<file path="config.mk">
export PLATFORM = sky130hd
export DESIGN_NAME = mult_ctrl
export DESIGN_NICKNAME = d
export VERILOG_FILES = /design/src/rtl/mult_pkg.sv /design/src/rtl/mult_step_cnt.sv /design/src/rtl/mult_ctrl.sv
export SDC_FILE = /design/constraint.sdc
export NUM_CORES = 1
export LEC_CHECK = 0
export BUFFER_PORTS_ARGS = -buffer_cell sky130_fd_sc_hd__buf_2
export CAP_MARGIN = 20
export CORE_AREA = 2 2 39 41
export DETAILED_ROUTE_END_ITERATION = 10
export DIE_AREA = 0 0 41 43
export SLEW_MARGIN = 20
export SYNTH_ARGS = -nofsm -noshare
export SYNTH_HDL_FRONTEND = slang
export SYNTH_SLANG_ARGS = --single-unit
</file>
<file path="constraint.sdc">
create_clock -name Clk -period 1.5 [get_ports Clk]
set_input_delay 0.15 -clock Clk [delete_from_list [all_inputs] [get_ports Clk]]
set_output_delay 0.15 -clock Clk [all_outputs]
set_load 0.005 [all_outputs]
</file>
<file path="src/rtl/mult_pkg.sv">
// mult_pkg: shared definitions for the add-shift signed multiplier.
//   MULT_N       operand width / number of multiply steps
//   MULT_CNT_W   step counter width for MULT_N
//   mult_state_t control FSM state encoding
package mult_pkg;

  localparam int MULT_N     = 8;
  localparam int MULT_CNT_W = 4;

  typedef enum logic [2:0] {
    IDLE  = 3'd0,
    START = 3'd1,
    OP    = 3'd2,
    SHIFT = 3'd3,
    HOLD  = 3'd4
  } mult_state_t;

endpackage

</file>
<file path="src/rtl/mult_step_cnt.sv">
// mult_step_cnt: multiply step counter.
//   Clk      in  clock, rising edge
//   Reset_n  in  asynchronous active-low reset (count -> 0)
//   clr      in  synchronous clear to 0 (has priority over inc)
//   inc      in  advance by one; ignored once the last step is reached
//   cnt      out current step index, 0..N-1
//   last     out high when cnt == N-1
module mult_step_cnt #(
  parameter int N     = 8,
  parameter int CNT_W = 4
) (
  input  logic             Clk,
  input  logic             Reset_n,
  input  logic             clr,
  input  logic             inc,
  output logic [CNT_W-1:0] cnt,
  output logic             last
);

  assign last = (cnt == CNT_W'(N - 1));

  // Saturates at N-1 so the counter can never wrap into a stale step index.
  always_ff @(posedge Clk or negedge Reset_n) begin
    if (!Reset_n) begin
      cnt <= '0;
    end else if (clr) begin
      cnt <= '0;
    end else if (inc && !last) begin
      cnt <= cnt + 1'b1;
    end
  end

endmodule

</file>
<file path="src/rtl/mult_ctrl.sv">
// mult_ctrl: control unit for the add-shift signed multiplier datapath.
// Sequence per multiply: START (clear A/X), then N pairs of OP (add/skip, or
// subtract on the final step for the two's-complement sign weight) and SHIFT,
// then HOLD with the product valid until Run is released.
//   Clk           in  clock, rising edge
//   Reset_n       in  asynchronous active-low reset
//   Run           in  start request (level)
//   ClearA_LoadB  in  clear A/X and load B; honoured in IDLE and HOLD only
//   M             in  multiplier LSB B[0], used only in OP
//   Clr_XA        out clear A register and X flip-flop
//   Ld_B          out load B from switches
//   Add_en        out A <= A + S
//   Sub_en        out A <= A - S
//   Shift_en      out arithmetic right shift of X:A:B
//   Busy          out high in START, OP and SHIFT
//   Done          out high in HOLD
//
// Handshake: Run is a level request sampled on each rising edge in IDLE; after
// a multiply, Run must be seen low (HOLD -> IDLE) before another can start.
module mult_ctrl
  import mult_pkg::*;
#(
  parameter int N     = MULT_N,
  parameter int CNT_W = MULT_CNT_W
) (
  input  logic Clk,
  input  logic Reset_n,
  input  logic Run,
  input  logic ClearA_LoadB,
  input  logic M,
  output logic Clr_XA,
  output logic Ld_B,
  output logic Add_en,
  output logic Sub_en,
  output logic Shift_en,
  output logic Busy,
  output logic Done
);

  mult_state_t      state, state_nxt;
  logic [CNT_W-1:0] step;
  logic             step_last;
  logic             cnt_clr;
  logic             cnt_inc;

  mult_step_cnt #(
    .N     (N),
    .CNT_W (CNT_W)
  ) u_step_cnt (
    .Clk     (Clk),
    .Reset_n (Reset_n),
    .clr     (cnt_clr),
    .inc     (cnt_inc),
    .cnt     (step),
    .last    (step_last)
  );

  always_ff @(posedge Clk or negedge Reset_n) begin
    if (!Reset_n) begin
      state <= IDLE;
    end else begin
      state <= state_nxt;
    end
  end

  always_comb begin
    state_nxt = state;
    cnt_clr   = 1'b0;
    cnt_inc   = 1'b0;
    Clr_XA    = 1'b0;
    Ld_B      = 1'b0;
    Add_en    = 1'b0;
    Sub_en    = 1'b0;
    Shift_en  = 1'b0;
    Busy      = 1'b0;
    Done      = 1'b0;

    // Outputs are also decodes of Run/ClearA_LoadB, so gate them while the
    // reset is asserted to keep every enable quiet during reset.
    if (Reset_n) begin
      case (state)
        IDLE: begin
          if (Run) begin
            state_nxt = START;
          end else if (ClearA_LoadB) begin
            Clr_XA = 1'b1;
            Ld_B   = 1'b1;
          end
        end
        START: begin
          Clr_XA    = 1'b1;
          Busy      = 1'b1;
          cnt_clr   = 1'b1;
          state_nxt = OP;
        end
        OP: begin
          Busy      = 1'b1;
          // The multiplier MSB carries negative weight, so the last partial
          // product is subtracted instead of added.
          Add_en    = M && !step_last;
          Sub_en    = M && step_last;
          state_nxt = SHIFT;
        end
        SHIFT: begin
          Busy     = 1'b1;
          Shift_en = 1'b1;
          if (step_last) begin
            state_nxt = HOLD;
          end else begin
            cnt_inc   = 1'b1;
            state_nxt = OP;
          end
        end
        HOLD: begin
          Done = 1'b1;
          if (ClearA_LoadB) begin
            Clr_XA = 1'b1;
            Ld_B   = 1'b1;
          end
          if (!Run) begin
            state_nxt = IDLE;
          end
        end
        default: begin
          state_nxt = IDLE;
        end
      endcase
    end
  end

endmodule

</file>
After elaboration in Yosys (flattened, before gate mapping)
Cells that the tools add are included.

Bits of input ports: 5. Bits in registers: 7. Word-level logic and storage cells: 45. Output and inout port bits: 7.

Add/sub/neg operators: 1. Multiplexer cells: 27. Equality and inequality tests: 7. Reductions and logical operators: 8.

Operators by type and width (count): 2-to-1 mux 1 bit (19); one-hot mux 3 bit (5 select lines) (1); 2-to-1 mux 3 bit (3); 2-to-1 mux 4 bit (2); == test 3 x 2 -> 1 bit, second input constant (2); adder 4 x 1 -> 4 bit, second input constant (1); == test 4 x 3 -> 1 bit, second input constant (1); != test 2 bit, second input constant (2); == test 3 x 1 -> 1 bit, second input constant (1); == test 3 bit, second input constant (1); logical AND 1 bit (3); logical NOT 3 bit (1); one-hot mux 1 bit (3 select lines) (1); AND reduction 3 bit (1); OR reduction 3 bit (1); one-hot mux 1 bit (2 select lines) (1); nonzero test 2 bit (1); logical NOT 1 bit (1).

Longest topological paths before layout
Depth in word-level cells: 7. Mapped depth: 4. Gate-level depth less buffers: 4.

Modules after synthesis
From an unflattened synthesis, not the netlist that was laid out.

Cells, all modules: 51. Area, all modules: 486.7 um^2.

Modules (own cells, without submodules): mult_ctrl (area an instance 275.3 um^2, cells each 31, sequential area each 75.1 um^2, instances 1); mult_step_cnt (area an instance 211.5 um^2, cells each 20, sequential area each 100.1 um^2, instances 1).

Least setup slack after synthesis
Ideal clock, no wire load.

Path kind: register to register. Start: register u_step_cnt.cnt[0]. End: register state[1]. Data arrival time: 1.209 ns. Setup time: 0.073 ns. Buffers on the path: 0. Setup slack: 0.218 ns. Period minus slack after synthesis: 1.282 ns. Cell stages (with the launch flop): 5. Cells stage by stage: dfrtp_1 -> ha_1 -> and3b_1 -> a31o_1 -> a21oi_2.

Cells in the longest elaborated chain, start to end: 3.

RTL lines: start, declared (line mult_step_cnt.sv:16) `output logic [CNT_W-1:0] cnt,`; start signal, assigned (line mult_step_cnt.sv:29) `cnt <= cnt + 1'b1;`; == test 4 x 3 -> 1 bit (line mult_step_cnt.sv:20) `assign last = (cnt == CNT_W'(N - 1));`; 2-to-1 mux 3 bit (line mult_ctrl.sv:107) `if (step_last) begin`; one-hot mux 3 bit (5 select lines) (line mult_ctrl.sv:81) `case (state)`; end signal, assigned (line mult_ctrl.sv:62) `state <= state_nxt;`; end, declared (line mult_ctrl.sv:40) `mult_state_t state, state_nxt;`.

Every way passes these cells. A chain may end at the register's enable or synchronous reset.

Worst setup path after layout
Start: register u_step_cnt.cnt[0]. End: output Add_en.

Cells in the longest elaborated chain, start to end: 5.

RTL lines: == test 4 x 3 -> 1 bit (line mult_step_cnt.sv:20); logical NOT 1 bit (line mult_ctrl.sv:100) `Add_en = M && !step_last;`; logical AND 1 bit (line mult_ctrl.sv:100); 2-to-1 mux 1 bit (line mult_ctrl.sv:81); 2-to-1 mux 1 bit (line mult_ctrl.sv:80) `if (Reset_n) begin`; end, declared (line mult_ctrl.sv:33) `output logic Add_en,`.

Every way passes these cells.

==> tab_implementation.tex <==
\begin{tabular}{lr}
\hline
Metric & Value \\
\hline
\multicolumn{2}{l}{\textbf{Run status}} \\
Run status & finished, final reports clean \\
\multicolumn{2}{l}{\textbf{Pwr}} \\
Net switching power of the design & around 0.27 mW \\
Switching power as a share of total power & 0.3564 \\
Leakage power of the design & 0.3276 nW \\
Sequential fraction of design power & 0.393 \\
Worst vdd rail ir drop & around 0.00075 V \\
Clock share of power & 0.238 \\
Power density cells & between 1000 and 1500 nW/µm² \\
Internal power component & 0.4835 mW \\
Combinational share of power & 0.369 \\
\multicolumn{2}{l}{\textbf{Clocking}} \\
Clock latency at the later pin of the worst-skew pair & between 0.2 and 0.3 ns \\
Num CTS Buffers & 3 \\
Clock transition time at the flip-flop clock pins of the worst setup and hold paths & 0.06 ns \\
TritonCTS Sinks & 7 \\
Clock Tree Buf Depth & 2 \\
CTS tree & done \\
Root Driver & clkbuf\_4 \\
Maximum level of the CTS H-tree & 1 \\
\multicolumn{2}{l}{\textbf{Global routing}} \\
Largest net degree at the start of global routing & 14 \\
Total global routing track utilization & 0.1758 \\
First-pass GRT wire length & 2070 µm \\
Via count of the first global-routing pass & 458 \\
Remaining global-route overflow & 0 \\
Initial antenna violation count & 0 \\
\multicolumn{2}{l}{\textbf{Drt}} \\
Drt initial violations & 6 \\
Remaining DRCs & 0 \\
Post-DR vias/cell & about 5.4 \\
Routed wl met3 & between 80 and 90 µm \\
ANT nets after route & 0 \\
Routed length on met1 & 563 µm \\
Wire length on met2 & 536 µm \\
Average routed wire per standard cell & 13.36 µm \\
Routed Wire Length & 1216 µm \\
Vias after detailed routing & between 400 and 500 \\
Number of detailed-routing iterations run before antenna repair & 4 \\
Highest routing layer actually used & met4 \\
\multicolumn{2}{l}{\textbf{Worst setup path}} \\
Reg2reg path depth & 5 \\
Arrival time of data at the critical path endpoint & between 1 and 1.5 ns \\
Crit path capture type & output pin \\
CP Launch Point & u\_step\_cnt.cnt[0] \\
Required time of the worst setup path & between 1 and 1.5 ns \\
Reg2reg start & u\_step\_cnt.cnt[0] \\
Setup Crit Path Kind & reg -> out \\
Peak fanout along the critical path & 5 \\
Kind of launch point of the worst setup path & register \\
\multicolumn{2}{l}{\textbf{Timing}} \\
Shortest clock period the worst path allows after layout & between 1 and 1.5 ns \\
Number of failing setup endpoints in the final timing report & 0 \\
Total negative setup slack & 0 ns \\
Transition time at the pin with the least slew margin & 0.2968 ns \\
Normalized max-slew margin & 0.8022 \\
Max Transition Viols Final & 0 \\
Fin. Hold Viols & 0 \\
Highest clock frequency the design can meet & $\sim$700 MHz \\
Worst clock skew & between 0.004 and 0.005 ns \\
Final cycle utilization of the critical path & 0.9546 \\
Setup repair after global routing missed its margin & yes \\
\multicolumn{2}{l}{\textbf{Worst hold path}} \\
Hold Path Depth & 3 \\
Path class of the lowest-slack min-delay path & in -> reg \\
Launch point of the worst hold path & Run \\
\multicolumn{2}{l}{\textbf{Finish}} \\
Final core occ & 0.4711 \\
Most common cell after layout, fill and taps aside & buf\_2 \\
Highest-count cells in the layout ignoring fill and taps & buf\_2 (11), nand2\_1 (6), dfrtp\_1 (6), nand3\_1 (5), buf\_4 (5) \\
Footprint of the multi-input gates & 305.3 µm² \\
Fraction of layout cells with a size suffix above 1 & 0.3600 \\
Net total in the final layout & 82 \\
Area added between synthesis and finish & 30.90\% \\
Antenna Diode Count & 0 \\
FILL cells & 140 \\
Area of all sequential standard cells & 176.4 µm² \\
Cell area after layout & around 650 µm² \\
Post-route non-filler standard cell count & 91 \\
\multicolumn{2}{l}{\textbf{Logic synthesis}} \\
Synthesized flop and latch total & 7 \\
Area contributors post-synth & dfrtp\_1 (35\%), nand3\_1 (5.0\%), nand2\_1 (4.5\%) \\
Post-Synthesis Cell Area & 498.0 µm² \\
Avg Cell Area, Syn & 8.736 µm² \\
Distinct cell type count of the synthesized netlist & 27 \\
Main flop type after synthesis & dfrtp\_1 \\
Number of enable flip-flop cells after synthesis & 0 \\
Syn Nets & 63 \\
Yosys synthesis warning count & 0 \\
Share of synthesized flip-flops with an asynchronous set or reset & 1.000 \\
Share of the synthesized area in the top cell type & 0.3518 \\
Seq/Total Area, Yosys & 0.3518 \\
Gate count of the mapped netlist & 57 \\
Top cell type by total area after synthesis & dfrtp\_1 \\
\multicolumn{2}{l}{\textbf{Die}} \\
Die outline height & 43 µm \\
Area of the die & about 1800 µm² \\
Floorplan core area & 1384 µm² \\
Boundary pin count & 12 \\
Overall die width & 41 µm \\
Number of rows in the core area & 14 \\
Starting Density & 0.3599 \\
\multicolumn{2}{l}{\textbf{Placed design}} \\
Final estimated routing congestion in global placement & 0.7673 \\
Cell area reported after detailed placement & 563.0 µm² \\
Cell Count Post-Placement & approximately 80 \\
HPWL reported at the end of detailed placement & 818.5 µm \\
Count of buffers from port buffering & 11 \\
\multicolumn{2}{l}{\textbf{Run}} \\
Max-capacitance violation count & 0 \\
\hline
\end{tabular}
stage by stage:
step	hold slack (ns)	power, mW	worst slack, ns
global placement	-0.01611	0.4885	0.1743
floorplan	-0.1456	0.4339	0.2184
detailed placement	-0.01450	0.4952	0.1367
finish	0.2004	0.7511	0.06807
global route	0.2366	0.8211	-0.0003781
CTS	0.1928	0.7072	0.001974
flip-flops by register name (all words and copies together), names as in the netlist:
register        cells
u_step_cnt.cnt      4
state               3
cell usage after synthesis (2+ instances only):
cell and n:
dfrtp_1 7, nand2_1 6, nand3_1 5, nor2_1 5
a21oi_1 4, inv_1 3, and3_1 2, and3b_1 2
buf_2 2, buf_4 2, nor3b_1 2, o211ai_1 2
routing by layer:
metal	track usage	vias to the layer above
met3	0.04712	4
met4	0.1000	0
met1	0.2525	226
met2	0.2281	20
li1	-	244
met5	0	-
cells by family after synthesis:
family	share of synthesized area
AND/OR/NAND/NOR	0.3342
AO/OA/AOI/OAI	0.2161
adder cells (fa/ha/maj)	0.02512
buffers and inverters	0.07285
flip-flops	0.3518
worst max-delay path: stages, from the launching register on:
cell	delay (ns)
dfrtp_1	0.42
ha_4	0.19
and3b_2	0.23
nor2_2	0.07
buf_2	0.11
layout make-up:
cell class | instances | area share
inverter | 3 | 0.01727
clock buffer | 4 | 0.04031
sequential | 7 | 0.2706
timing repair buffer | 18 | 0.1727
multi-input combinational | 43 | 0.4683
tap | 16 | 0.03071
repair_timing:
action | in CTS | in global routing
hold buffers | 2 | 0
pin swaps | 0 | 2
gates resized for setup | 1 | 5
cloned | 0 | 0
endpoints found under the setup margin | 1 | 6
hold endpoints to repair | 7 | 0
setup buffers | 1 | 2
path summary, 6_finish.rpt:
kind	to	slack (ns)
setup reg to reg	state[1]	0.11
hold / removal	state[0]	0.20
min in group asynchronous	u_step_cnt.cnt[2]	0.30
setup / recovery	Add_en	0.07
hold reg to reg	u_step_cnt.cnt[2]	0.58
max in group asynchronous	state[1]	0.87
power groups by stage:
stage | Combinational, mW | Sequential (mW) | Clock, mW
3_3_place_gp | 0.193 | 0.295 | 0
5_1_grt | 0.321 | 0.305 | 0.195
6_report | 0.277 | 0.295 | 0.179
4_1_cts | 0.237 | 0.285 | 0.185
3_5_place_dp | 0.199 | 0.296 | 0
2_1_floorplan | 0.155 | 0.279 | 0
(Power assumes the default switching activity.)
